File: config.mk
export PLATFORM = sky130hd
export DESIGN_NAME = clock_time_core
export DESIGN_NICKNAME = d
export VERILOG_FILES = /design/src/rtl/dclk_pkg.sv /design/src/rtl/bcd_to_seg.sv /design/src/rtl/clock_time_core.sv
export SDC_FILE = /design/constraint.sdc
export NUM_CORES = 1
export LEC_CHECK = 0
export BUFFER_PORTS_ARGS = -buffer_cell sky130_fd_sc_hd__buf_2
export CAP_MARGIN = 20
export CORE_AREA = 4 4 78 80
export CTS_BUF_LIST = sky130_fd_sc_hd__clkbuf_4 sky130_fd_sc_hd__clkbuf_8
export CTS_CLUSTER_DIAMETER = 200
export CTS_CLUSTER_SIZE = 28
export DETAILED_ROUTE_END_ITERATION = 10
export DIE_AREA = 0 0 82 84
export GPL_ROUTABILITY_DRIVEN = 0
export PLACE_DENSITY_LB_ADDON = 0.08
export SLEW_MARGIN = 5
export SYNTH_ARGS = -nofsm -noshare
export SYNTH_HDL_FRONTEND = slang
export SYNTH_SLANG_ARGS = --single-unit
File: constraint.sdc
create_clock -name high -period 4.9 [get_ports high]
set_clock_uncertainty 0.1 [all_clocks]
set_input_delay 0.98 -clock high [delete_from_list [all_inputs] [get_ports high]]
set_output_delay 0.98 -clock high [all_outputs]
set_load 0.01 [all_outputs]
File: src/rtl/dclk_pkg.sv
// Shared types, segment patterns and BCD time helpers for the digital clock core.
package dclk_pkg;

    typedef logic [3:0] bcd_digit_t;

    typedef struct packed {
        bcd_digit_t h_t;
        bcd_digit_t h_u;
        bcd_digit_t m_t;
        bcd_digit_t m_u;
        bcd_digit_t s_t;
        bcd_digit_t s_u;
    } time_bcd_t;

    typedef enum logic {RUN = 1'b0, LOAD = 1'b1} state_t;

    // {g,f,e,d,c,b,a}, active-low
    localparam logic [6:0] SEG_0     = 7'b1000000;
    localparam logic [6:0] SEG_1     = 7'b1111001;
    localparam logic [6:0] SEG_2     = 7'b0100100;
    localparam logic [6:0] SEG_3     = 7'b0110000;
    localparam logic [6:0] SEG_4     = 7'b0011001;
    localparam logic [6:0] SEG_5     = 7'b0010010;
    localparam logic [6:0] SEG_6     = 7'b0000010;
    localparam logic [6:0] SEG_7     = 7'b1111000;
    localparam logic [6:0] SEG_8     = 7'b0000000;
    localparam logic [6:0] SEG_9     = 7'b0010000;
    localparam logic [6:0] SEG_BLANK = 7'b1111111;
    localparam logic [7:0] DP_MASK   = 8'b0111_1111;

    function automatic logic time_valid(input time_bcd_t t, input logic mode24);
        logic ok;
        ok = (t.s_u <= 4'd9) && (t.s_t <= 4'd5) &&
             (t.m_u <= 4'd9) && (t.m_t <= 4'd5) &&
             (t.h_u <= 4'd9);
        if (mode24)
            ok = ok && ((t.h_t < 4'd2) || (t.h_t == 4'd2 && t.h_u <= 4'd3));
        else
            ok = ok && ((t.h_t == 4'd0 && t.h_u != 4'd0) ||
                        (t.h_t == 4'd1 && t.h_u <= 4'd2));
        return ok;
    endfunction

    // One-second advance with the full carry chain resolved in a single step.
    function automatic time_bcd_t time_inc(input time_bcd_t t, input logic mode24);
        time_bcd_t n;
        n = t;
        if (t.s_u != 4'd9) begin
            n.s_u = t.s_u + 4'd1;
        end else begin
            n.s_u = 4'd0;
            if (t.s_t != 4'd5) begin
                n.s_t = t.s_t + 4'd1;
            end else begin
                n.s_t = 4'd0;
                if (t.m_u != 4'd9) begin
                    n.m_u = t.m_u + 4'd1;
                end else begin
                    n.m_u = 4'd0;
                    if (t.m_t != 4'd5) begin
                        n.m_t = t.m_t + 4'd1;
                    end else begin
                        n.m_t = 4'd0;
                        if (mode24 && t.h_t == 4'd2 && t.h_u == 4'd3) begin
                            n.h_t = 4'd0;
                            n.h_u = 4'd0;
                        end else if (!mode24 && t.h_t == 4'd1 && t.h_u == 4'd2) begin
                            n.h_t = 4'd0;
                            n.h_u = 4'd1;
                        end else if (t.h_u == 4'd9) begin
                            n.h_t = t.h_t + 4'd1;
                            n.h_u = 4'd0;
                        end else begin
                            n.h_u = t.h_u + 4'd1;
                        end
                    end
                end
            end
        end
        return n;
    endfunction

endpackage

File: src/rtl/bcd_to_seg.sv
// Combinational BCD digit to active-low 7-segment pattern; non-BCD codes blank the digit.
module bcd_to_seg
    import dclk_pkg::*;
(
    input  logic [3:0] i_bcd,
    output logic [6:0] o_seg_n
);

    always_comb begin
        case (i_bcd)
            4'd0:    o_seg_n = SEG_0;
            4'd1:    o_seg_n = SEG_1;
            4'd2:    o_seg_n = SEG_2;
            4'd3:    o_seg_n = SEG_3;
            4'd4:    o_seg_n = SEG_4;
            4'd5:    o_seg_n = SEG_5;
            4'd6:    o_seg_n = SEG_6;
            4'd7:    o_seg_n = SEG_7;
            4'd8:    o_seg_n = SEG_8;
            4'd9:    o_seg_n = SEG_9;
            default: o_seg_n = SEG_BLANK;
        endcase
    end

endmodule

File: src/rtl/clock_time_core.sv
// hh:mm:ss BCD clock with validated time-set handshake and 6-digit multiplexed display.
// Optional alarm pulse output enabled by defining DCLK_ALARM_EN.
module clock_time_core
    import dclk_pkg::*;
#(
    parameter int          MODE_24H   = 1,
    parameter int          NUM_DIGITS = 6,
    parameter logic [23:0] RESET_TIME = 24'h000000
) (
    input  logic        high,
    input  logic        rst,
    input  logic        sec_tick,
    input  logic        scan_tick,
    input  logic        set_valid,
    input  logic [23:0] set_time,
    output logic        set_ready,
    output logic        set_err,
    output logic [23:0] time_bcd,
    output logic [5:0]  an_n,
    output logic [7:0]  seg_n
`ifdef DCLK_ALARM_EN
    ,
    input  logic [23:0] alarm_time,
    output logic        alarm_hit
`endif
);

    if (NUM_DIGITS != 6) begin : g_bad_digits
        $error("clock_time_core supports exactly 6 display digits");
    end

    localparam logic MODE24 = (MODE_24H != 0);

    state_t     r_state;
    time_bcd_t  r_time;
    logic [2:0] r_idx;
    logic       r_set_ready;
    logic       r_set_err;
    logic [5:0] r_an_n;
    logic [7:0] r_seg_n;

    logic       w_accept;
    logic       w_set_ok;
    logic       w_tick_apply;
    time_bcd_t  w_inc;
    time_bcd_t  w_time_nxt;
    logic [23:0] w_time_flat;
    logic [2:0] w_idx_nxt;
    logic [3:0] w_nib;
    logic [6:0] w_seg7;
    logic       w_dp;

    always_comb begin
        w_accept     = (r_state == RUN) && set_valid;
        w_set_ok     = time_valid(time_bcd_t'(set_time), MODE24);
        w_inc        = time_inc(r_time, MODE24);
        // A rejected set leaves the tick alive; an accepted one swallows it.
        w_tick_apply = sec_tick && (r_state == RUN) && !(w_accept && w_set_ok);

        if (rst)
            w_time_nxt = time_bcd_t'(RESET_TIME);
        else if (w_accept && w_set_ok)
            w_time_nxt = time_bcd_t'(set_time);
        else if (w_tick_apply)
            w_time_nxt = w_inc;
        else
            w_time_nxt = r_time;

        if (rst)
            w_idx_nxt = 3'd0;
        else if (scan_tick)
            w_idx_nxt = (r_idx == 3'd5) ? 3'd0 : r_idx + 3'd1;
        else
            w_idx_nxt = r_idx;

        // Decode from next-state values so the display tracks time changes without a scan.
        w_time_flat = w_time_nxt;
        w_nib       = w_time_flat[{w_idx_nxt, 2'b00} +: 4];
        w_dp        = (w_idx_nxt == 3'd2) || (w_idx_nxt == 3'd4);
    end

    bcd_to_seg u_dec (
        .i_bcd   (w_nib),
        .o_seg_n (w_seg7)
    );

    always_ff @(posedge high) begin
        if (rst) begin
            r_state     <= RUN;
            r_set_ready <= 1'b1;
            r_set_err   <= 1'b0;
        end else begin
            r_set_err <= 1'b0;
            case (r_state)
                RUN: begin
                    if (set_valid) begin
                        if (w_set_ok) begin
                            r_state     <= LOAD;
                            r_set_ready <= 1'b0;
                        end else begin
                            r_set_err <= 1'b1;
                        end
                    end
                end
                LOAD: begin
                    r_state     <= RUN;
                    r_set_ready <= 1'b1;
                end
                default: begin
                    r_state     <= RUN;
                    r_set_ready <= 1'b1;
                end
            endcase
        end
    end

    always_ff @(posedge high) begin
        r_time  <= w_time_nxt;
        r_idx   <= w_idx_nxt;
        r_an_n  <= ~(6'b000001 << w_idx_nxt);
        r_seg_n <= {1'b1, w_seg7} & (w_dp ? DP_MASK : 8'hFF);
    end

`ifdef DCLK_ALARM_EN
    logic r_alarm_hit;

    always_ff @(posedge high) begin
        if (rst)
            r_alarm_hit <= 1'b0;
        else
            r_alarm_hit <= w_tick_apply && (w_inc == time_bcd_t'(alarm_time));
    end

    assign alarm_hit = r_alarm_hit;
`endif

    assign set_ready = r_set_ready;
    assign set_err   = r_set_err;
    assign time_bcd  = r_time;
    assign an_n      = r_an_n;
    assign seg_n     = r_seg_n;

endmodule
==> metrics.txt, run 1 <==
drt first pass iters 5; clock share of power 0.361; combinational share of power 0.157; Worst Setup Start Kind primary input; IO Count 69; CP top delay family compound AO/OA/AOI/OAI gates; GRT Residual Overflow 0; top post-synthesis cells by count 44 x dfxtp_1, 32 x nor2_1, 22 x inv_1; FMAX 240 MHz; vias per cell 6.22; critical path class primary input to register; dpl hpwl 6720 um; WL met1 3580 um; core area 0.00541 mm^2; Synth area leaders dfxtp_1 30%, ha_1 7.3%, nor2_1 4.1%; crit path buf inv count 2; first-pass GRT wire length 14300 um; hold path cells 2; layout cells sized above 1 0.237; nets 459; Power Density 231 mW/mm^2; adder-cell area share of the yosys netlist 0.0726; root buf cell clkbuf_8; minimum clock period 4170 ps; Final period util 0.850; Clock Pin Slew Worst Setup and Hold Paths 90 ps; Min-Delay Path Class register to register; max cap viols 0; fraction of the mapped netlist area in compound gates 0.281; clk_lat worst skew 300 ps; Avg WL per Cell 17.8 um; Hold Vio Cnt, Final 0; crit path DAT 4230 ps; mux cell area share after synthesis 0.0205; post-CTS setup buffers 0; Post-synth EDFFs 0; hold path endpoint set_ready; gr usage total 0.263; r2r worst-path depth 12; Crit path required time 4970 ps; final worst slack 733 ps; initial DRC count 188; NetSw 214 uW; IO Port Bufs 68; initial cell density of the core 0.542; maximum vdd ir drop 140 uV; post-synthesis sequential area ratio 0.301; outcome finished, final reports clean; Max clock buf depth 2; Max Used Layer met4; vias in the first global route 2996; Max-slew headroom 0.421; Non-Filler Instances 486; Reg2Reg Launch Point r_state; number of CTS-inserted buffers 5; simple-gate share of the synthesized area 0.256; unrepaired setup endpoints after global routing no; final WL 8640 um; CP Cell Sequence buf_2 > o21ai_0 > nand3_1 > or3_4 > o32ai_1 > a21oi_1 > a2111oi_1 > or2_1 > inv_1 > ha_1 > a31o_2 > o21ai_0 > a22oi_1; Main synth FF type dfxtp_1; FF-to-FF setup slack 1330 ps; met3 wire length 537 um; clk sinks 44; largest net degree at the start of global routing 30; Seq pwr share 0.481; post-synthesis average cell area 8.41 um^2; # setup viols final 0; Placed Cells 478; slowest CP cell a2111oi_1; cell with the most instances after synthesis dfxtp_1; chip width 82 um; die height 84 um; slowest stage delay, CP 600 ps; drt drc 0; crit-path most repeated cell o21ai_0; hold buffer count at cts 0; CTS tree done; post-synth top area share 0.301; die area 0.00689 mm^2; Power Internal 579 uW; Netlist cell types 75; crit-path max FO 19; Synthesized Nets 394; Syn Inst Count 348; Post-synth ARST share 0; synth-to-layout area growth 17.4%; CTS H-tree lvls 2; post_cts resized 0; pins over their slew limit 0; Sw Ratio 0.270; Mapped Area 0.00293 mm^2; DR WL met2 4180 um; initial antenna violation count 0; Row Count 27; Synth Register Bits 44; min-delay src set_ready; Ys Warns 0; ant diodes 0; post-route ant nets 0; Worst Tran Pin Value 861 ps; dpl ws 464 ps; reg2reg end seg_n[5]; Setup Total Neg Slack 0 ps; largest family of logic cells by synthesized area compound AO/OA/AOI/OAI gates; Synth Area in XOR/XNOR 0.0150; biggest area consumer among synthesized cells dfxtp_1; Worst setup EP type register; P_leak 0.00148 uW; Vias 3021
==> area by class of cell <==
| class | instances | area, um^2 |
|---|---|---|
| clock buffer | 6 | 76.3 |
| timing repair buffer | 74 | 385 |
| inverter | 22 | 82.6 |
| sequential | 44 | 881 |
| fill | 511 | 1970 |
| tap | 72 | 90.1 |
| clock inverter | 2 | 35.0 |
| multi-input combinational | 266 | 1890 |
==> stage by stage <==
stage                     utilization  power, uW  cell area (um^2)  hold slack, ps
after floorplan                     -        464              2930             350
after CTS                       0.636        800              3440             369
final                           0.636        793              3440             357
after global routing            0.636        831              3440             396
after detailed placement        0.616        514              3330             356
after global placement          0.616        511              3330             329
==> worst min-delay path, delay by kind of cell, from the launching register on <==
kind	cells	cell delay (ps)
simple gates	2	100
flops	1	320
==> flip-flops by register name (all words and copies together), names as in the netlist <==
register,flops
r_idx,3
time_bcd,24
r_state,1
seg_n,8
set_ready,1
an_n,6
set_err,1
==> power groups by stage <==
stage | Sequential (uW) | Clock (uW) | Combinational (uW)
floorplan | 396 | 0 | 68.2
global placement | 390 | 0 | 122
detailed placement | 390 | 0 | 124
CTS | 382 | 294 | 124
global route | 384 | 308 | 139
finish | 382 | 286 | 125
==> cells by family after synthesis <==
kind of cell,Yosys count
flops,44
xor+xnor,5
simple gates,130
mux,6
compound gates,108
fa+ha+maj,17
buf+inv,38
==> how the worst max path moves through the flow <==
stage / startpoint / endpoint / cells after the start
2_1_floorplan: set_time[7] / seg_n[6] / 14
3_3_place_gp: set_time[2] / seg_n[5] / 13
3_5_place_dp: set_time[2] / seg_n[5] / 13
4_1_cts: set_time[2] / seg_n[5] / 13
5_1_grt: set_time[2] / seg_n[6] / 13
6_report: set_time[2] / seg_n[5] / 13
==> layout by cell type (no fill, tap or decap), drive strengths merged, types with 5 or more instances in the layout <==
master	count
a21oi	11
a211oi	14
dfxtp	44
and3	7
a22oi	8
or3	7
nor3	19
o21ai	21
buf	74
nand3b	6
ha	17
nand3	11
nor4	5
mux2i	6
nor2	32
nand2	17
inv	22
clkbuf	6
==> per-layer routing <==
layer | vias up | global-route usage
li1 | 1459 | -
met5 | - | 0
met3 | 28 | 0.0572
met4 | 0 | 0.112
met2 | 113 | 0.427
met1 | 1421 | 0.329
(Power assumes the default switching activity.)
==> inputs of run 2 (changes only) <==
--- a/config.mk
+++ b/config.mk
@@ -7,14 +7,15 @@
 export LEC_CHECK = 0
 export BUFFER_PORTS_ARGS = -buffer_cell sky130_fd_sc_hd__buf_2
 export CAP_MARGIN = 20
-export CORE_AREA = 4 4 78 80
+export CORE_AREA = 4 4 57 110
 export CTS_BUF_LIST = sky130_fd_sc_hd__clkbuf_4 sky130_fd_sc_hd__clkbuf_8
 export CTS_CLUSTER_DIAMETER = 200
 export CTS_CLUSTER_SIZE = 28
 export DETAILED_ROUTE_END_ITERATION = 10
-export DIE_AREA = 0 0 82 84
+export DIE_AREA = 0 0 61 114
 export GPL_ROUTABILITY_DRIVEN = 0
 export PLACE_DENSITY_LB_ADDON = 0.08
+export REMOVE_ABC_BUFFERS = 1
 export SLEW_MARGIN = 5
 export SYNTH_ARGS = -nofsm -noshare
 export SYNTH_HDL_FRONTEND = slang
==> metrics.txt, run 2 (synthesis gave the netlist of run 1 again) <==
crit-path most repeated cell buf_4; Seq pwr share 0.507; final hold slack 345 ps; crit path DAT 4030 ps; clk_lat worst skew 320 ps; first-pass GRT wire length 14400 um; hold path endpoint set_ready; hold buffer count at cts 0; unrepaired setup endpoints after global routing no; FF-to-FF setup slack 1440 ps; Worst Setup Start Kind primary input; Row Count 38; post-CTS setup buffers 0; initial antenna violation count 0; r2r worst-path depth 13; Max clock buf depth 2; clock share of power 0.325; layout cells sized above 1 0.240; Final period util 0.803; Min-Delay Path Class register to register; Setup Total Neg Slack 0 ps; Power Density 220 mW/mm^2; IO Port Bufs 68; Clock Pin Slew Worst Setup and Hold Paths 90 ps; CP top delay family simple AND/OR/NAND/NOR gates; Max-slew headroom 0.446; slowest CP cell or3_4; drt first pass iters 4; P_leak 0.00147 uW; drt drc 0; ant diodes 0; Hold Vio Cnt, Final 0; vias per cell 6.49; vias in the first global route 2964; crit-path max FO 28; largest net degree at the start of global routing 29; Power Internal 524 uW; FMAX 254 MHz; min-delay src set_ready; crit path buf inv count 4; # setup viols final 0; gr usage total 0.277; max cap viols 0; post_cts resized 0; pins over their slew limit 0; Worst Tran Pin Value 829 ps; dpl hpwl 7280 um; synth-to-layout area growth 16.8%; CP Cell Sequence buf_2 > o21ai_0 > nand3_1 > buf_4 > or3_4 > buf_4 > nor2_1 > a211oi_1 > a221o_1 > nor3_2 > inv_1 > ha_1 > a31o_2 > o31ai_1 > a22oi_1; combinational share of power 0.169; Avg WL per Cell 19.3 um; post-route ant nets 0; IO Count 69; Non-Filler Instances 476; commonest non-fill, non-tap cell in the layout buf_2; Vias 3088; Design Power 754 uW; Placed Cells 468; hold path cells 2; max FFs per register 24; minimum clock period 3940 ps; maximum vdd ir drop 222 uV; Worst setup EP type register; die height 114 um; outcome finished, final reports clean; nets 461; CTS tree done; commonest non-fill, non-tap cells in the layout 68 x buf_2, 44 x dfxtp_1, 32 x nor2_1; critical path class primary input to register; NetSw 229 uW; slowest stage delay, CP 510 ps; clk sinks 44; Reg2Reg Launch Point time_bcd[4]; chip width 61 um; Crit path required time 4990 ps; fillers 505; initial cell density of the core 0.540; final WL 9190 um; core area 0.00542 mm^2; number of CTS-inserted buffers 5; Sw Ratio 0.304; initial DRC count 145; GRT Residual Overflow 0; die area 0.00695 mm^2; CTS H-tree lvls 2; reg2reg end seg_n[6]; root buf cell clkbuf_8
==> run 2: per-stage QoR <==
step | util | setup WS [ps] | cell area, um^2
2_1_floorplan | - | 924 | 2850
3_3_place_gp | 0.614 | 644 | 3330
3_5_place_dp | 0.614 | 626 | 3330
4_1_cts | 0.631 | 970 | 3420
5_1_grt | 0.631 | 689 | 3420
6_report | 0.631 | 964 | 3420
==> run 2: how the worst max path moves through the flow <==
stage	depth (start not counted)	slack, ps	end	startpoint
finish	15	960	seg_n[6]	set_time[1]
global route	14	690	seg_n[6]	set_time[19]
CTS	14	970	seg_n[6]	set_time[1]
detailed placement	15	630	seg_n[6]	set_time[1]
global placement	15	640	seg_n[5]	set_time[1]
floorplan	12	920	seg_n[6]	set_time[19]
==> run 2: layer usage <==
layer,vias up,share of wire,track usage
met3,49,0.055,0.0396
met2,118,0.51,0.467
met5,-,0,0
li1,1460,-,-
met4,0,0.080,0.220
met1,1461,0.35,0.287
==> run 2: layout make-up <==
cell class / instances / area, um^2 / share of cell area
tap: 60 / 75.1 / 0.0220
clock inverter: 3 / 23.8 / 0.00695
clock buffer: 5 / 68.8 / 0.0201
timing repair buffer: 76 / 400 / 0.117
sequential: 44 / 881 / 0.258
multi-input combinational: 266 / 1890 / 0.552
inverter: 22 / 82.6 / 0.0241
==> run 2: power by group through the flow <==
stage                     Clock, uW  Combinational (uW)  Sequential (uW)
after detailed placement          0                 127              390
after CTS                       254                 127              382
final                           245                 127              382
after floorplan                   0                60.8              397
after global placement            0                 125              390
after global routing            270                 140              384
==> run 2: worst min-delay path, cell delays in order, from the launching register on <==
cell	delay [ps]
dfxtp_1	320
nand2_1	50
nand2_1	40
==> inputs of run 3 (changes only) <==
==> constraint.sdc (replaced) <==
create_clock -name high -period 4 [get_ports high]
set_clock_uncertainty 0.1 [all_clocks]
set_input_delay 0.8 -clock high [delete_from_list [all_inputs] [get_ports high]]
set_output_delay 0.8 -clock high [all_outputs]
set_load 0.01 [all_outputs]
==> metrics.txt, run 3 (synthesis gave the netlist of run 1 again) <==
clk_lat worst skew 320 ps; critical path class primary input to register; Hold Vio Cnt, Final 0; max cap viols 0; Row Count 38; min-delay src set_ready; FMAX 280 MHz; commonest non-fill, non-tap cell in the layout buf_2; synth-to-layout area growth 20.4%; root buf cell clkbuf_8; hold buffer count at cts 0; number of CTS-inserted buffers 5; drt first pass iters 5; vias per cell 6.48; Critical path origin set_time[19]; Reg2Reg Launch Point time_bcd[4]; chip width 61 um; CTS tree done; IO Count 69; clk sinks 44; final WL 9530 um; Setup Total Neg Slack 0 ps; dpl ws 121 ps; gr usage total 0.284; CP top delay family compound AO/OA/AOI/OAI gates; post_cts resized 0; die height 114 um; Min-Delay Path Class register to register; CP Cell Sequence buf_2 > o31ai_2 > nand3_1 > or3_4 > o32ai_1 > a21oi_1 > a2111oi_1 > or2_1 > inv_1 > ha_1 > a31o_2 > o21ai_0 > a22oi_1; drt drc 0; Max-slew headroom 0.484; layout cells sized above 1 0.265; slowest CP cell a2111oi_1; commonest non-fill, non-tap cells in the layout 68 x buf_2, 44 x dfxtp_1, 32 x nor2_1; fillers 507; P_leak 0.00154 uW; final worst slack 433 ps; post-CTS setup buffers 0; CTS H-tree lvls 2; nets 475; pins over their slew limit 0; crit path DAT 3670 ps; Vias 3173; initial DRC count 194; max FFs per register 24; ant diodes 0; Worst setup EP type register; Crit path required time 4100 ps; Worst Setup Start Kind primary input; die area 0.00695 mm^2; unrepaired setup endpoints after global routing no; maximum vdd ir drop 444 uV; largest net degree at the start of global routing 21; first-pass GRT wire length 14600 um; initial antenna violation count 0; crit-path max FO 7; GRT Residual Overflow 0; minimum clock period 3570 ps; Final period util 0.892; post-route ant nets 0; Power Density 267 mW/mm^2; initial cell density of the core 0.540; dpl hpwl 7470 um; IO Port Bufs 68; Clock Pin Slew Worst Setup and Hold Paths 100 ps; vias in the first global route 3009; Avg WL per Cell 19.5 um; # setup viols final 0; core area 0.00542 mm^2; slowest stage delay, CP 510 ps; outcome finished, final reports clean; Max clock buf depth 2; crit path buf inv count 2; Worst Tran Pin Value 772 ps
-- run 3: cell types whose count changed in the layout (fill, tap and decap cells not counted) --
cell   delta
buf_4    +14
-- run 3: worst register-to-register path: stages (launching register included) --
cell and delay [ps]:
dfxtp_1 440, ha_1 250, and4bb_2 280, and4_1 330
o21ai_1 190, nor3_1 240, o211ai_1 150, a32o_1 280
or2_1 310, buf_4 180, ha_1 200, mux2i_1 130
a22oi_1 70
-- run 3: layout make-up --
class | instances | area [um^2] | area share
timing repair buffer | 90 | 505 | 0.143
inverter | 22 | 82.6 | 0.0234
multi-input combinational | 266 | 1890 | 0.536
clock buffer | 5 | 68.8 | 0.0195
clock inverter | 3 | 23.8 | 0.00674
tap | 60 | 75.1 | 0.0213
sequential | 44 | 881 | 0.250
-- run 3: layer usage --
metal,up-vias,part of all wire,GRT usage
met2,153,0.53,0.494
li1,1489,-,-
met5,-,0,0
met4,0,0.060,0.192
met1,1488,0.36,0.294
met3,43,0.053,0.0442
-- run 3: path summary, 6_finish.rpt --
kind	to	depth (start not counted)	slack, ps
setup / recovery	seg_n[5]	13	430
hold / removal	set_ready	2	360
setup reg to reg	seg_n[3]	12	740
hold reg to reg	set_ready	2	360
-- run 3: power breakdown --
group / internal [uW] / switching, uW / total, uW / leakage [uW]
clock network: 124 / 180 / 304 / 0.0000404
logic: 69.6 / 97.7 / 167 / 0.00114
registers: 457 / 11.3 / 469 / 0.000358
-- run 3: metrics by stage --
step                total power [uW]  instance area, um^2  hold WS [ps]   util  cells
finish                           940                 3520           355  0.650    490
global route                     983                 3520           385  0.650    490
CTS                              944                 3520           357  0.650    490
detailed placement               644                 3430           345  0.633    482
global placement                 641                 3430           329  0.633    482
floorplan                        561                 2850           350      -    332
